File: src/rtl/display_pkg.sv
// Shared display definitions: requester count, arbiter states, segment
// patterns (bit 6..0 = g..a, 1 = lit) and the lowest-index request picker.
package display_pkg;

   localparam int NREQ = 4;

   typedef enum logic [1:0] {
      ST_IDLE,
      ST_SWITCH,
      ST_SHOW,
      ST_FLASH
   } state_t;

   localparam logic [6:0] SEG_PATTERN [10] = '{
      7'b0111111,  // 0
      7'b0000110,  // 1
      7'b1011011,  // 2
      7'b1001111,  // 3
      7'b1100110,  // 4
      7'b1101101,  // 5
      7'b1111101,  // 6
      7'b0000111,  // 7
      7'b1111111,  // 8
      7'b1101111   // 9
   };

   localparam logic [6:0] SEG_BLANK = 7'b0000000;
   localparam logic [6:0] SEG_ALL   = 7'b1111111;
   localparam logic [3:0] ANODE_OFF = 4'b1111;

   // One-hot of the lowest set request bit, or zero when nothing is requested.
   function automatic logic [NREQ-1:0] lowest_req(input logic [NREQ-1:0] r);
      return r & (~r + NREQ'(1));
   endfunction

endpackage

File: src/rtl/display_arbiter_if.sv
// Bus between the service blocks (master side) and the display arbiter
// (slave side): requests, digit data, blink masks, alarm override, and the
// grant/display outputs.
interface display_arbiter_if;
   import display_pkg::*;

   logic [NREQ-1:0]    req;
   logic [16*NREQ-1:0] num;
   logic [4*NREQ-1:0]  blink_sel;
   logic               alarm_flash;
   logic [NREQ-1:0]    grant;
   logic [3:0]         anode;
   logic [6:0]         eSeg;
   logic               frame_done;

   modport master (
      output req, num, blink_sel, alarm_flash,
      input  grant, anode, eSeg, frame_done
   );

   modport slave (
      input  req, num, blink_sel, alarm_flash,
      output grant, anode, eSeg, frame_done
   );

endinterface

File: src/rtl/bcd_seg_decode.sv
// Combinational BCD digit to seven-segment pattern; codes above 9 are blank.
module bcd_seg_decode
   import display_pkg::*;
(
   input  logic [3:0] bcd,
   output logic [6:0] seg
);

   // Table lookup with blank fallback for non-decimal codes
   always_comb begin
      seg = SEG_BLANK;
      if (bcd <= 4'd9) begin
         seg = SEG_PATTERN[bcd];
      end
   end

endmodule

File: src/rtl/display_arbiter.sv
// Shared 4-digit display owner: sticky lowest-index arbitration switched only
// at frame boundaries with one blank frame per owner change, digit scan,
// per-digit blink and the alarm full-display flash.
module display_arbiter
   import display_pkg::*;
#(
   parameter int SCAN_DIV     = 65536,
   parameter int BLINK_FRAMES = 64
) (
   input  logic             clk,
   input  logic             reset,
   display_arbiter_if.slave bus
);

   localparam int PW = (SCAN_DIV > 1) ? $clog2(SCAN_DIV) : 1;
   localparam int BW = (BLINK_FRAMES > 1) ? $clog2(BLINK_FRAMES) : 1;
   localparam logic [PW-1:0] PRESC_LAST = PW'(SCAN_DIV - 1);
   localparam logic [BW-1:0] BLINK_LAST = BW'(BLINK_FRAMES - 1);

   logic [PW-1:0]   presc;
   logic [1:0]      digit;
   logic [BW-1:0]   blink_cnt;
   logic            blink_phase;
   state_t          state, state_next;
   logic [NREQ-1:0] grant_q, grant_next;
   logic            digit_end, boundary, owner_kept;
   logic [15:0]     owner_num;
   logic [3:0]      owner_blink, owner_nib, anode_next, anode_q;
   logic [6:0]      nib_seg, seg_next, seg_q;

   assign digit_end  = (presc == PRESC_LAST);
   assign boundary   = digit_end && (digit == 2'd3);
   assign owner_kept = |(bus.req & grant_q);

   // Digit scan: prescaler per digit, digit index wraps 3 -> 0
   always_ff @(posedge clk) begin
      if (reset) begin
         presc <= '0;
         digit <= 2'd0;
      end else if (digit_end) begin
         presc <= '0;
         digit <= digit + 2'd1;
      end else begin
         presc <= presc + PW'(1);
      end
   end

   // Blink phase flips after every BLINK_FRAMES frame boundaries
   always_ff @(posedge clk) begin
      if (reset) begin
         blink_cnt   <= '0;
         blink_phase <= 1'b0;
      end else if (boundary) begin
         if (blink_cnt == BLINK_LAST) begin
            blink_cnt   <= '0;
            blink_phase <= ~blink_phase;
         end else begin
            blink_cnt <= blink_cnt + BW'(1);
         end
      end
   end

   // Arbiter state and current owner
   always_ff @(posedge clk) begin
      if (reset) begin
         state   <= ST_IDLE;
         grant_q <= '0;
      end else begin
         state   <= state_next;
         grant_q <= grant_next;
      end
   end

   // Next state and owner, evaluated only at frame boundaries; the alarm
   // override wins over any request change, and an owner is never preempted
   always_comb begin
      state_next = state;
      grant_next = grant_q;
      if (boundary) begin
         case (state)
            ST_IDLE: begin
               if (bus.alarm_flash) begin
                  state_next = ST_FLASH;
               end else if (|bus.req) begin
                  grant_next = lowest_req(bus.req);
                  state_next = ST_SWITCH;
               end
            end
            ST_SWITCH, ST_SHOW: begin
               if (bus.alarm_flash) begin
                  grant_next = '0;
                  state_next = ST_FLASH;
               end else if (!owner_kept) begin
                  grant_next = lowest_req(bus.req);
                  state_next = (|bus.req) ? ST_SWITCH : ST_IDLE;
               end else begin
                  state_next = ST_SHOW;
               end
            end
            ST_FLASH: begin
               if (!bus.alarm_flash) begin
                  state_next = ST_IDLE;
               end
            end
            default: begin
               grant_next = '0;
               state_next = ST_IDLE;
            end
         endcase
      end
   end

   // Owner's digit word and blink mask
   always_comb begin
      owner_num   = '0;
      owner_blink = '0;
      for (int i = 0; i < NREQ; i++) begin
         if (grant_q[i]) begin
            owner_num   = bus.num[16*i +: 16];
            owner_blink = bus.blink_sel[4*i +: 4];
         end
      end
   end

   assign owner_nib = owner_num[{digit, 2'b00} +: 4];

   bcd_seg_decode u_decode (
      .bcd (owner_nib),
      .seg (nib_seg)
   );

   // Pattern for the current digit given state, blink mask and blink phase
   always_comb begin
      anode_next = ANODE_OFF;
      seg_next   = SEG_BLANK;
      case (state)
         ST_SHOW: begin
            if (!(owner_blink[digit] && blink_phase)) begin
               anode_next = ~(4'b0001 << digit);
               seg_next   = nib_seg;
            end
         end
         ST_FLASH: begin
            if (!blink_phase) begin
               anode_next = 4'b0000;
               seg_next   = SEG_ALL;
            end
         end
         default: begin
            anode_next = ANODE_OFF;
            seg_next   = SEG_BLANK;
         end
      endcase
   end

   // Display register loaded once on a digit's first cycle so data cannot tear
   always_ff @(posedge clk) begin
      if (reset) begin
         anode_q <= ANODE_OFF;
         seg_q   <= SEG_BLANK;
      end else if (presc == '0) begin
         anode_q <= anode_next;
         seg_q   <= seg_next;
      end
   end

   assign bus.grant      = grant_q;
   assign bus.anode      = anode_q;
   assign bus.eSeg       = seg_q;
   assign bus.frame_done = boundary;

endmodule

File: src/flat_wrapper.sv
// flat-port wrapper written by rule: the top's interface ports become plain ports
module display_arbiter_flat import display_pkg::*;
#(
   parameter int SCAN_DIV     = 65536,
   parameter int BLINK_FRAMES = 64
)
  (clk, reset, bus_req, bus_num, bus_blink_sel, bus_alarm_flash, bus_grant, bus_anode, bus_eSeg, bus_frame_done);
  display_arbiter_if bus_i ();
  input  logic clk;
  input  logic reset;
  input wire logic [$bits(bus_i.req)-1:0] bus_req;
  input wire logic [$bits(bus_i.num)-1:0] bus_num;
  input wire logic [$bits(bus_i.blink_sel)-1:0] bus_blink_sel;
  input wire logic [$bits(bus_i.alarm_flash)-1:0] bus_alarm_flash;
  output wire logic [$bits(bus_i.grant)-1:0] bus_grant;
  output wire logic [$bits(bus_i.anode)-1:0] bus_anode;
  output wire logic [$bits(bus_i.eSeg)-1:0] bus_eSeg;
  output wire logic [$bits(bus_i.frame_done)-1:0] bus_frame_done;
  assign bus_i.req = bus_req;
  assign bus_i.num = bus_num;
  assign bus_i.blink_sel = bus_blink_sel;
  assign bus_i.alarm_flash = bus_alarm_flash;
  assign bus_grant = bus_i.grant;
  assign bus_anode = bus_i.anode;
  assign bus_eSeg = bus_i.eSeg;
  assign bus_frame_done = bus_i.frame_done;
  display_arbiter #(.SCAN_DIV(SCAN_DIV), .BLINK_FRAMES(BLINK_FRAMES)) u_core (.clk(clk), .reset(reset), .bus(bus_i));
endmodule
File: config.mk
export PLATFORM = sky130hd
export DESIGN_NAME = display_arbiter_flat
export DESIGN_NICKNAME = d
export VERILOG_FILES = /design/src/rtl/display_pkg.sv /design/src/rtl/display_arbiter_if.sv /design/src/rtl/bcd_seg_decode.sv /design/src/rtl/display_arbiter.sv /design/src/flat_wrapper.sv
export SDC_FILE = /design/constraint.sdc
export NUM_CORES = 1
export LEC_CHECK = 0
export ABC_AREA = 1
export CELL_PAD_IN_SITES_DETAIL_PLACEMENT = 1
export CELL_PAD_IN_SITES_GLOBAL_PLACEMENT = 1
export CORE_UTILIZATION = 32
export DETAILED_ROUTE_END_ITERATION = 6
export HOLD_SLACK_MARGIN = 0.1
export PLACE_DENSITY = 0.85
export SYNTH_ARGS = -nofsm -noshare
export SYNTH_HDL_FRONTEND = slang
export SYNTH_SLANG_ARGS = --single-unit
File: constraint.sdc
create_clock -name clk -period 4.2 [get_ports clk]
set_clock_uncertainty 0.15 [all_clocks]
set_input_delay 1.05 -clock clk [delete_from_list [all_inputs] [get_ports clk]]
set_output_delay 1.05 -clock clk [all_outputs]
set_load 0.005 [all_outputs]
### Word level (Yosys, flattened, before mapping)

Memories as Yosys holds them, arrays and structs flattened.
Cells that the tools add are included.

* bits in registers: 42
* memory bits (read-only): 112
* output and inout bits: 16
* logic and storage cells: 79
* memories kept: 1

Memories
* (name not given): depth 16, width 7, read ports 1, clocked after memory_dff 0, wr ports 0, line bcd_seg_decode.sv:13 `seg = SEG_PATTERN[bcd];`

* add/sub/neg operators: 4
* $lt $le $gt $ge: 3
* equality and inequality tests: 11
* shift-type cells: 2
* multiplexer cells: 32
* bitwise gates (word level): 6
* reductions and logical operators: 12

Operators with widths (count)
* two-way mux 16 bit: 4
* two-way mux 4 bit: 10
* two-way mux 7 bit: 5
* adder 16 x 1 -> 16 bit (second input constant): 1
* equality test 16 bit (second input constant): 1
* logical NOT 16 bit: 1
* case mux 4 bit (2 select lines): 2
* indexed part select 16 x 5 -> 4 bit: 1
* case mux 7 bit (2 select lines): 1
* two-way mux 2 bit: 5
* bitwise AND 4 bit: 2
* NOT 4 bit: 2
* OR reduction 4 bit: 2
* adder 6 x 1 -> 6 bit (second input constant): 1
* equality test 2 bit (second input constant): 3
* equality test 6 bit (second input constant): 1
* two-way mux 6 bit: 1
* case mux 2 bit (3 select lines): 1
* greater-or-equal comparator 5 bit (second input constant): 1
* NOT 4 -> 5 bit: 1
* AND reduction 5 bit: 1
* adder 4 x 1 -> 4 bit (second input constant): 1
* <= comparator 4 bit (second input constant): 1
* != test 2 bit (second input constant): 2
* 16 further kinds: 19

### Depth between registers and ports, before layout

Gate-level depths: netlist (run 1).

* depth in word-level cells: 12
* gate-level depth with buffers: 17

### Cells and area by module

From an unflattened synthesis (run 1), not the netlist that was laid out.

* cells, all modules: 487
* area, all modules: 3074.2 sq um

Modules (own cells, without submodules)
* display_arbiter: instances 1, cells each 441, area each 2839.0 sq um
* bcd_seg_decode: instances 1, cells each 46, area each 235.2 sq um

### Least setup slack after synthesis (run 1)

Ideal clock, no wire load.

* path type: flip-flop to output port
* from: reg u_core.presc[0]
* to: out bus_frame_done
* arrival time: 1374 ps
* path slack: 1626 ps
* stages on the path, launching flop included: 10
* cells stage by stage: dfxtp_1 -> ha_1 -> nand3_2 -> nor3_2 -> nand2_1 -> nor2_1 -> nand3_1 -> nor2_1 -> nand2_1 -> inv_1

* longest elaborated chain between the ends: 2

RTL lines
* start, declared: line display_arbiter.sv:20 `logic [PW-1:0] presc;`
* start signal, assigned: line display_arbiter.sv:44 `presc <= presc + PW'(1);`
* equality test 16 bit: line display_arbiter.sv:31 `assign digit_end = (presc == PRESC_LAST);`
* logical AND 1 bit: line display_arbiter.sv:32 `assign boundary = digit_end && (digit == 2'd3);`
* end, declared: line flat_wrapper.sv:18 `output wire logic [$bits(bus_i.frame_done)-1:0] bus_frame_done;`

No other way between the ends.

### Worst setup path after layout (run 1)

Same ends and word-level chain as after synthesis.

==> run summary, run 1 <==
• **slack of the worst reg-to-reg path** 1.40 ns
• **Critical Path Max Stage Delay** 0.49 ns
• **Total Wirelength** 11.4 mm
• **Critical Path End** bus_frame_done
• **Distinct cells, synth** 42
• **share of layout cells above drive strength 1** 9.02%
• **number of gates resized after CTS** 0
• **synthesis-to-finish area growth** 35.8%
• **required time at the worst-slack endpoint** 3.00 ns
• **number of hold-slack violations in the final timing report** 0
• **number of cells on the worst reg-to-reg path** 11
• **path type of the worst min-delay path** reg2reg
• **number of nets in the synthesized netlist** 626
• **kind of end point of the critical path** primary output
• **buffer levels on the longest clock path** 2
• **part of the power in combinational logic** 18.1%
• **final worst-path cycle share** 87.7%
• **switching share of power** 24.1%
• **maximum vdd drop** 0.000162 V
• **biggest area contributors in the synthesized netlist** dfxtp_1 25%, nand2_1 17%, a21oi_1 9.1%
• **number of buffers created by CTS** 5
• **final hold slack** 0.321 ns
• **drt initial violations** 138
• **CTS tree** built
• **net load switching power** 0.000206 W
• **library cell occupying the most area in the post-synthesis netlist** dfxtp_1
• **asr flop ratio synth** 0%
• **yosys synthesis warning count** 0
• **Detail Route met2 WL** 5.96 mm
• **remaining antenna violation count after routing** 0
• **internal power contribution** 0.000647 W
• **syn avg cell area** 6.28 µm²
• **relative slew slack** 36.1%
• **status** complete, no violations
• **CP arrival** 2.48 ns
• **most common flop cell mapped by yosys** dfxtp_1
• **I/O pin cnt** 103
• **highest metal layer with signal wires** met4
• **fill cell count** 1297
• **#FFs+latches synth** 42
• **starting density of the core** 33.4%
• **type of element launching the critical path** register
• **number of sinks on the clock net** 42
• **fin nets** 721
• **first-pass GRT wire length** 19.5 mm
• **largest net degree at the start of global routing** 30
• **number of antenna violations at the first check in global routing** 0
• **upper clock frequency limit** 271 MHz
• **launch instance of the worst register-to-register path** u_core.bus.grant[1]
• **vias per cell** 4.99
• **Post-synth EDFFs** 0
• **part of the power in registers** 49.2%
• **Critical path origin** u_core.presc[0]
• **cts hold-fix bufs** 0
• **GRT Overall Usage** 22.3%
• **cell area power density** 190 mW/mm²
• **total length of routed met3 wires** 525 µm
• **Die Span Y** 104 µm
• **portion of synthesized cell area occupied by the leading cell type** 25.5%
• **Finish-stage setup viols** 0
• **max_cap viols** 0
• **Met1 Wirelength** 4.67 mm
• **die boundary width** 104 µm
• **Clock transition at path regs** 0.08 ns
• **number of cell rows** 36
• **clock latency at the later pin of the worst-skew pair** 0.30 ns
• **Worst Tran Pin Value** 0.957 ns
• **leakage dissipation** 1.85 nW
• **Fin Setup TNS** 0 ns
• **final-report max-slew violation count** 0
• **cell-by-cell trace of the critical path** ha_1, nand3_2, nor3_2, nand2_1, nor2_1, nand3_1, nor2_1, nand2_1, inv_1, clkdlybuf4s50_1
• **number of remaining DRC errors** 0
• **via count of the first global-routing pass** 4084
• **total vias in the final route** 3762
• **Buffers on Ports** 102
• **biggest fanout along the worst timing path** 4
• **top library cells by usage in the layout, fill and taps aside** 149 x nand2_1, 102 x clkdlybuf4s50_1, 60 x a21oi_1
• **DIE AREA** 0.0107 mm²
• **unrepaired setup endpoints after global routing** no
• **number of iterations in the first detailed-routing pass** 4
• **number of buffers inserted by post-CTS setup repair** 0
• **WL/cell** 15.1 µm
• **clock period minus worst slack** 3.68 ns
• **total core area** 0.00986 mm²
• **weighted congestion at the end of routability-driven global placement** 0.840
• **H-Tree Depth** 2
• **Final Util** 45.4%
• **detailed placer's ending HPWL** 9.05 mm
• **proportion of synthesized chip area in sequential cells** 25.5%
• **antenna cell count** 0
• **type of the setup path with the least slack** reg2out
• **proportion of power drawn by the clock network** 32.6%
• **post-synthesis cell area** 0.00330 mm²
• **Syn Inst Count** 525
• **cell with the biggest individual delay on the critical path** clkdlybuf4s50_1
• **clock tree root driver cell** clkbuf_8
• **most common cell after layout, fill and taps aside** nand2_1
• **Remaining Overflow, GRT** 0
• **capture instance of the worst register-to-register path** u_core.bus.eSeg[1]
## kinds of logic after synthesis
logic type	after synthesis	share of synthesized area [%]
DFF	42	25.5
and+or+nand+nor	299	42.3
xor gates and xnor gates	6	1.59
adders and majority gates	14	5.31
AOI/OAI and AO/OA	89	14.8
buffers and inverters	75	10.5
## critical path: cells and delay by family, from the launching register on
family,cells,cell delay [ns]
AND/OR/NAND/NOR,7,1.02
buffers and inverters,2,0.55
flip-flops,1,0.38
adder cells (fa/ha/maj),1,0.22
## area by class of cell
class,count,area [µm²],area share [%]
multi-input cells,408,2110,47.2
repair buffers,106,1050,23.5
flip-flops and latches,42,841,18.8
inverters,57,218,4.86
well taps,133,166,3.72
clock buffers,7,86.3,1.93
clock inverters,1,5.00,0.112
## cells in the mapped netlist (2+ instances only)
library cell  number
clkbuf_1           3
nand3_2            2
a21oi_1           60
nor3b_1            3
nor2_2             9
nor3b_2            2
o21ai_1            4
nor3_2             4
a21oi_2            2
nand2_2            7
nand4_2            3
or2_2              3
nor2_4             2
nand3_1           49
buf_4              4
dfxtp_1           42
buf_6              5
nor3_1             7
o21ai_0           16
nand2_4            2
inv_2              4
nor2_1            45
nand4_1            6
buf_2              6
xor2_1             5
ha_1              14
or2_0              3
inv_1             50
a21oi_4            2
nand2_1          149
## routing by layer
metal	up-vias	track usage (%)
met5	-	0
met4	0	6.31
met3	15	3.65
met2	81	42.9
met1	1778	24.8
li1	1888	-
## worst min-delay path by stage
stage,start,end,depth (start not counted)
after detailed placement,u_core.presc[0],u_core.presc[0],1
final,u_core.presc[0],u_core.presc[0],1
after floorplan,u_core.presc[0],u_core.presc[0],1
after CTS,u_core.presc[0],u_core.presc[0],1
after global placement,u_core.presc[0],u_core.presc[0],1
after global routing,u_core.presc[0],u_core.presc[0],1
## through the flow
stage	cells	cell area (µm²)	setup WS, ns	power, W
floorplan	525	3300	1.63	0.000463
global placement	746	4390	0.994	0.000579
detailed placement	746	4390	0.847	0.000584
CTS	754	4480	0.491	0.000860
global route	754	4480	0.273	0.000892
finish	754	4480	0.516	0.000853
## flip-flops by register name, indices dropped and copies added, names as in the netlist
name	count
u_core.blink_cnt	6
u_core.bus.grant	4
u_core.digit	2
u_core.presc	16
u_core.blink_phase	1
u_core.bus.anode	4
u_core.bus.eSeg	7
u_core.state	2
## power groups by stage
stage | sequential [W] | combinational (W) | clock [W]
after floorplan | 0.000429 | 0.0000338 | 0
after global placement | 0.000429 | 0.000150 | 0
after detailed placement | 0.000430 | 0.000154 | 0
after CTS | 0.000420 | 0.000156 | 0.000284
after global routing | 0.000422 | 0.000168 | 0.000301
final | 0.000420 | 0.000155 | 0.000278
No activity file was read; power rests on OpenSTA's default activity.
==> run 2: changes to the inputs <==
Settings changed: CAP_MARGIN set to 20, CORE_UTILIZATION 32 to 29, MAX_ROUTING_LAYER set to met4, PLACE_DENSITY 0.85 to 0.81.
Clock period 4.2 ns to 3 ns, I/O delays scaled along.
==> run summary, run 2 (same netlist as run 1, synthesis figures left out) <==
• **weighted congestion at the end of routability-driven global placement** 0.876, +4.4%
• **share of layout cells above drive strength 1** 11.6%, +2.5 points
• **type of element launching the critical path** register
• **cell area power density** 309 mW/mm², +62%
• **required time at the worst-slack endpoint** 2.10 ns, -0.90 ns
• **unrepaired setup endpoints after global routing** no
• **clock latency at the later pin of the worst-skew pair** 0.28 ns, -0.02 ns
• **Buffers & Inverters on Critical Path** 2, unchanged
• **DIE AREA** 0.0118 mm², +10%
• **number of iterations in the first detailed-routing pass** 4, unchanged
• **CP arrival** 1.88 ns, -0.60 ns
• **number of sinks on the clock net** 42, unchanged
• **detailed placer's ending HPWL** 8.96 mm, -1.0%
• **capture instance of the worst register-to-register path** u_core.bus.eSeg[5]
• **status** complete, no violations
• **number of cells on the worst reg-to-reg path** 17, +6
• **Total Wirelength** 11.6 mm, +1.7%
• **launch instance of the worst register-to-register path** u_core.bus.grant[0]
• **number of cell rows** 38, +5.6%
• **final-report max-slew violation count** 0, unchanged
• **largest net degree at the start of global routing** 38, +27%
• **Remaining Overflow, GRT** 0, unchanged
• **antenna cell count** 0, unchanged
• **cts hold-fix bufs** 0, unchanged
• **upper clock frequency limit** 359 MHz
• **most common cell after layout, fill and taps aside** nand2_1
• **fill cell count** 1438, +11%
• **biggest fanout along the worst timing path** 3, -1
• **WL/cell** 15.0 µm, -0.66%
• **I/O pin cnt** 103, unchanged
• **startpoint of the tightest hold check path** u_core.bus.anode[3]
• **cell-by-cell trace of the critical path** ha_2, nand3_2, nor3_4, nand2_1, nor2_2, nand3_1, nor2_2, nand2_1, inv_1, dlygate4sd2_1
• **buffer levels on the longest clock path** 2, unchanged
• **post-route worst setup slack** 0.216 ns, -0.300 ns
• **multi-input combinational cell area** 0.00213 mm², +0.65%
• **fin nets** 733, +1.7%
• **vias per cell** 4.86, -2.5%
• **via count of the first global-routing pass** 4018, -1.6%
• **number of hold-slack violations in the final timing report** 0, unchanged
• **max_cap viols** 0, unchanged
• **number of antenna violations at the first check in global routing** 0, unchanged
• **pre-CTS setup slack** 0.0935 ns, -0.753 ns
• **Met1 Wirelength** 4.87 mm, +4.2%
• **Buffers on Ports** 102, unchanged
• **clock tree root driver cell** clkbuf_16
• **final worst-path cycle share** 92.8%
• **cell family with most CP delay** simple AND/OR/NAND/NOR gates
• **kind of end point of the critical path** primary output
• **highest metal layer with signal wires** met4
• **die boundary width** 109 µm, +5.0%
• **Worst Tran Pin Value** 0.467 ns, -0.490 ns
• **slack of the worst reg-to-reg path** 0.63 ns, -0.77 ns
• **maximum vdd drop** 0.000265 V, +63%
• **area of all sequential standard cells** 843 µm², +0.30%
• **Clock transition at path regs** 0.06 ns, -0.02 ns
• **max FFs per register** 16, unchanged
• **clock period minus worst slack** 2.78 ns
• **path type of the worst min-delay path** reg2reg
• **GRT Overall Usage** 20.7%, -1.5 points
• **total vias in the final route** 3755, -0.19%
• **Detail Route met2 WL** 6.07 mm, +1.9%
• **synthesis-to-finish area growth** 41.6%
• **first-pass GRT wire length** 18.6 mm, -4.6%
• **number of remaining DRC errors** 0, unchanged
• **top library cells by usage in the layout, fill and taps aside** 149 x nand2_1, 101 x clkdlybuf4s50_1, 60 x a21oi_1
• **starting density of the core** 30.0%, -3.4 points
• **total length of routed met3 wires** 532 µm, +1.3%
• **number of buffers created by CTS** 5, unchanged
• **leakage dissipation** 1.96 nW, +6.4%
• **total core area** 0.0110 mm², +11%
• **drt initial violations** 148, +7.2%
• **Fin Setup TNS** 0 ns, unchanged
• **remaining antenna violation count after routing** 0, unchanged
• **type of the setup path with the least slack** reg2out
• **worst-case hold path end point** u_core.bus.anode[3]
• **relative slew slack** 68.6%, +33 points
• **Finish-stage setup viols** 0, unchanged
• **cell with the biggest individual delay on the critical path** dfxtp_2
• **CTS tree** built
• **Critical Path Max Stage Delay** 0.34 ns, -0.15 ns
• **H-Tree Depth** 2, unchanged
• **Die Span Y** 109 µm, +5.0%
• **cell depth of the worst hold path** 2, +1
• **largest register by flop count** u_core.presc
• **overall power after layout** 0.00144 W, +69%
## run 2: cell types whose count changed in the layout (fill, tap and decap cells not counted), moves of 2 or more
| cell | previous run | this run |
|---|---|---|
| buf_4 | 4 | 16 |
| clkbuf_16 | 0 | 5 |
| clkbuf_8 | 6 | 1 |
| dfxtp_1 | 42 | 40 |
| dfxtp_2 | 0 | 2 |
| nor2_1 | 45 | 43 |
| nor2_2 | 9 | 11 |
## run 2: final cells by class
cell class | instances | area share (%)
inverter | 57 | 4.66
clock inverter | 1 | 0.643
tap | 140 | 3.75
timing repair buffer | 118 | 24.4
sequential | 42 | 18.1
multi-input combinational | 408 | 45.5
clock buffer | 6 | 2.97
## run 2: how the worst max path moves through the flow
| stage | startpoint | to | slack [ns] | cells after the start |
|---|---|---|---|---|
| after floorplan | u_core.presc[0] | bus_frame_done | 0.73 | 9 |
| after global placement | u_core.presc[0] | bus_frame_done | 0.17 | 10 |
| after detailed placement | u_core.presc[0] | bus_frame_done | 0.09 | 10 |
| after CTS | u_core.presc[1] | bus_frame_done | 0.11 | 10 |
| after global routing | u_core.presc[1] | bus_frame_done | 0.02 | 10 |
| final | u_core.presc[1] | bus_frame_done | 0.22 | 10 |
## run 2: through the flow
stage | area (µm²) | hold WS, ns | util (%) | instances
2_1_floorplan | 3300 | 0.280 | - | 525
5_1_grt | 4670 | 0.357 | 42.5 | 772
3_5_place_dp | 4460 | 0.307 | 40.6 | 761
3_3_place_gp | 4460 | 0.294 | 40.6 | 761
6_report | 4670 | 0.326 | 42.5 | 772
4_1_cts | 4660 | 0.331 | 42.4 | 772
## run 2: power by group
group	internal [W]	switching (W)
logic	0.000147	0.0000749
registers	0.000578	0.0000113
clock network	0.000411	0.000219
## run 2: layer usage
| metal | track usage (%) | vias up |
|---|---|---|
| li1 | - | 1913 |
| met1 | 21.6 | 1771 |
| met2 | 40.9 | 64 |
| met3 | 3.47 | 7 |
| met4 | 3.19 | 0 |
| met5 | - | - |
## run 2: timing repair
item | in CTS | in global routing
hold endpoints to repair | 0 | 0
resized for setup | 5 | 2
buffers inserted | 4 | 0
setup endpoints to repair | 1 | 1
pin swaps | 4 | 2
## run 2: worst register-to-register path, cell delays in order, from the launching register on
cell and delay [ns]:
dfxtp_1 0.35, buf_4 0.19, inv_1 0.06, nor2_2 0.23, nand2_1 0.09, nand2_1 0.12
nand2_1 0.07, nand2_1 0.08, nand2_1 0.06, nand2_1 0.07, nand2_2 0.08, ha_1 0.21
inv_1 0.08, nand2_1 0.07, nand2_2 0.08, nand2_4 0.07, nand3_1 0.08, a21oi_1 0.06
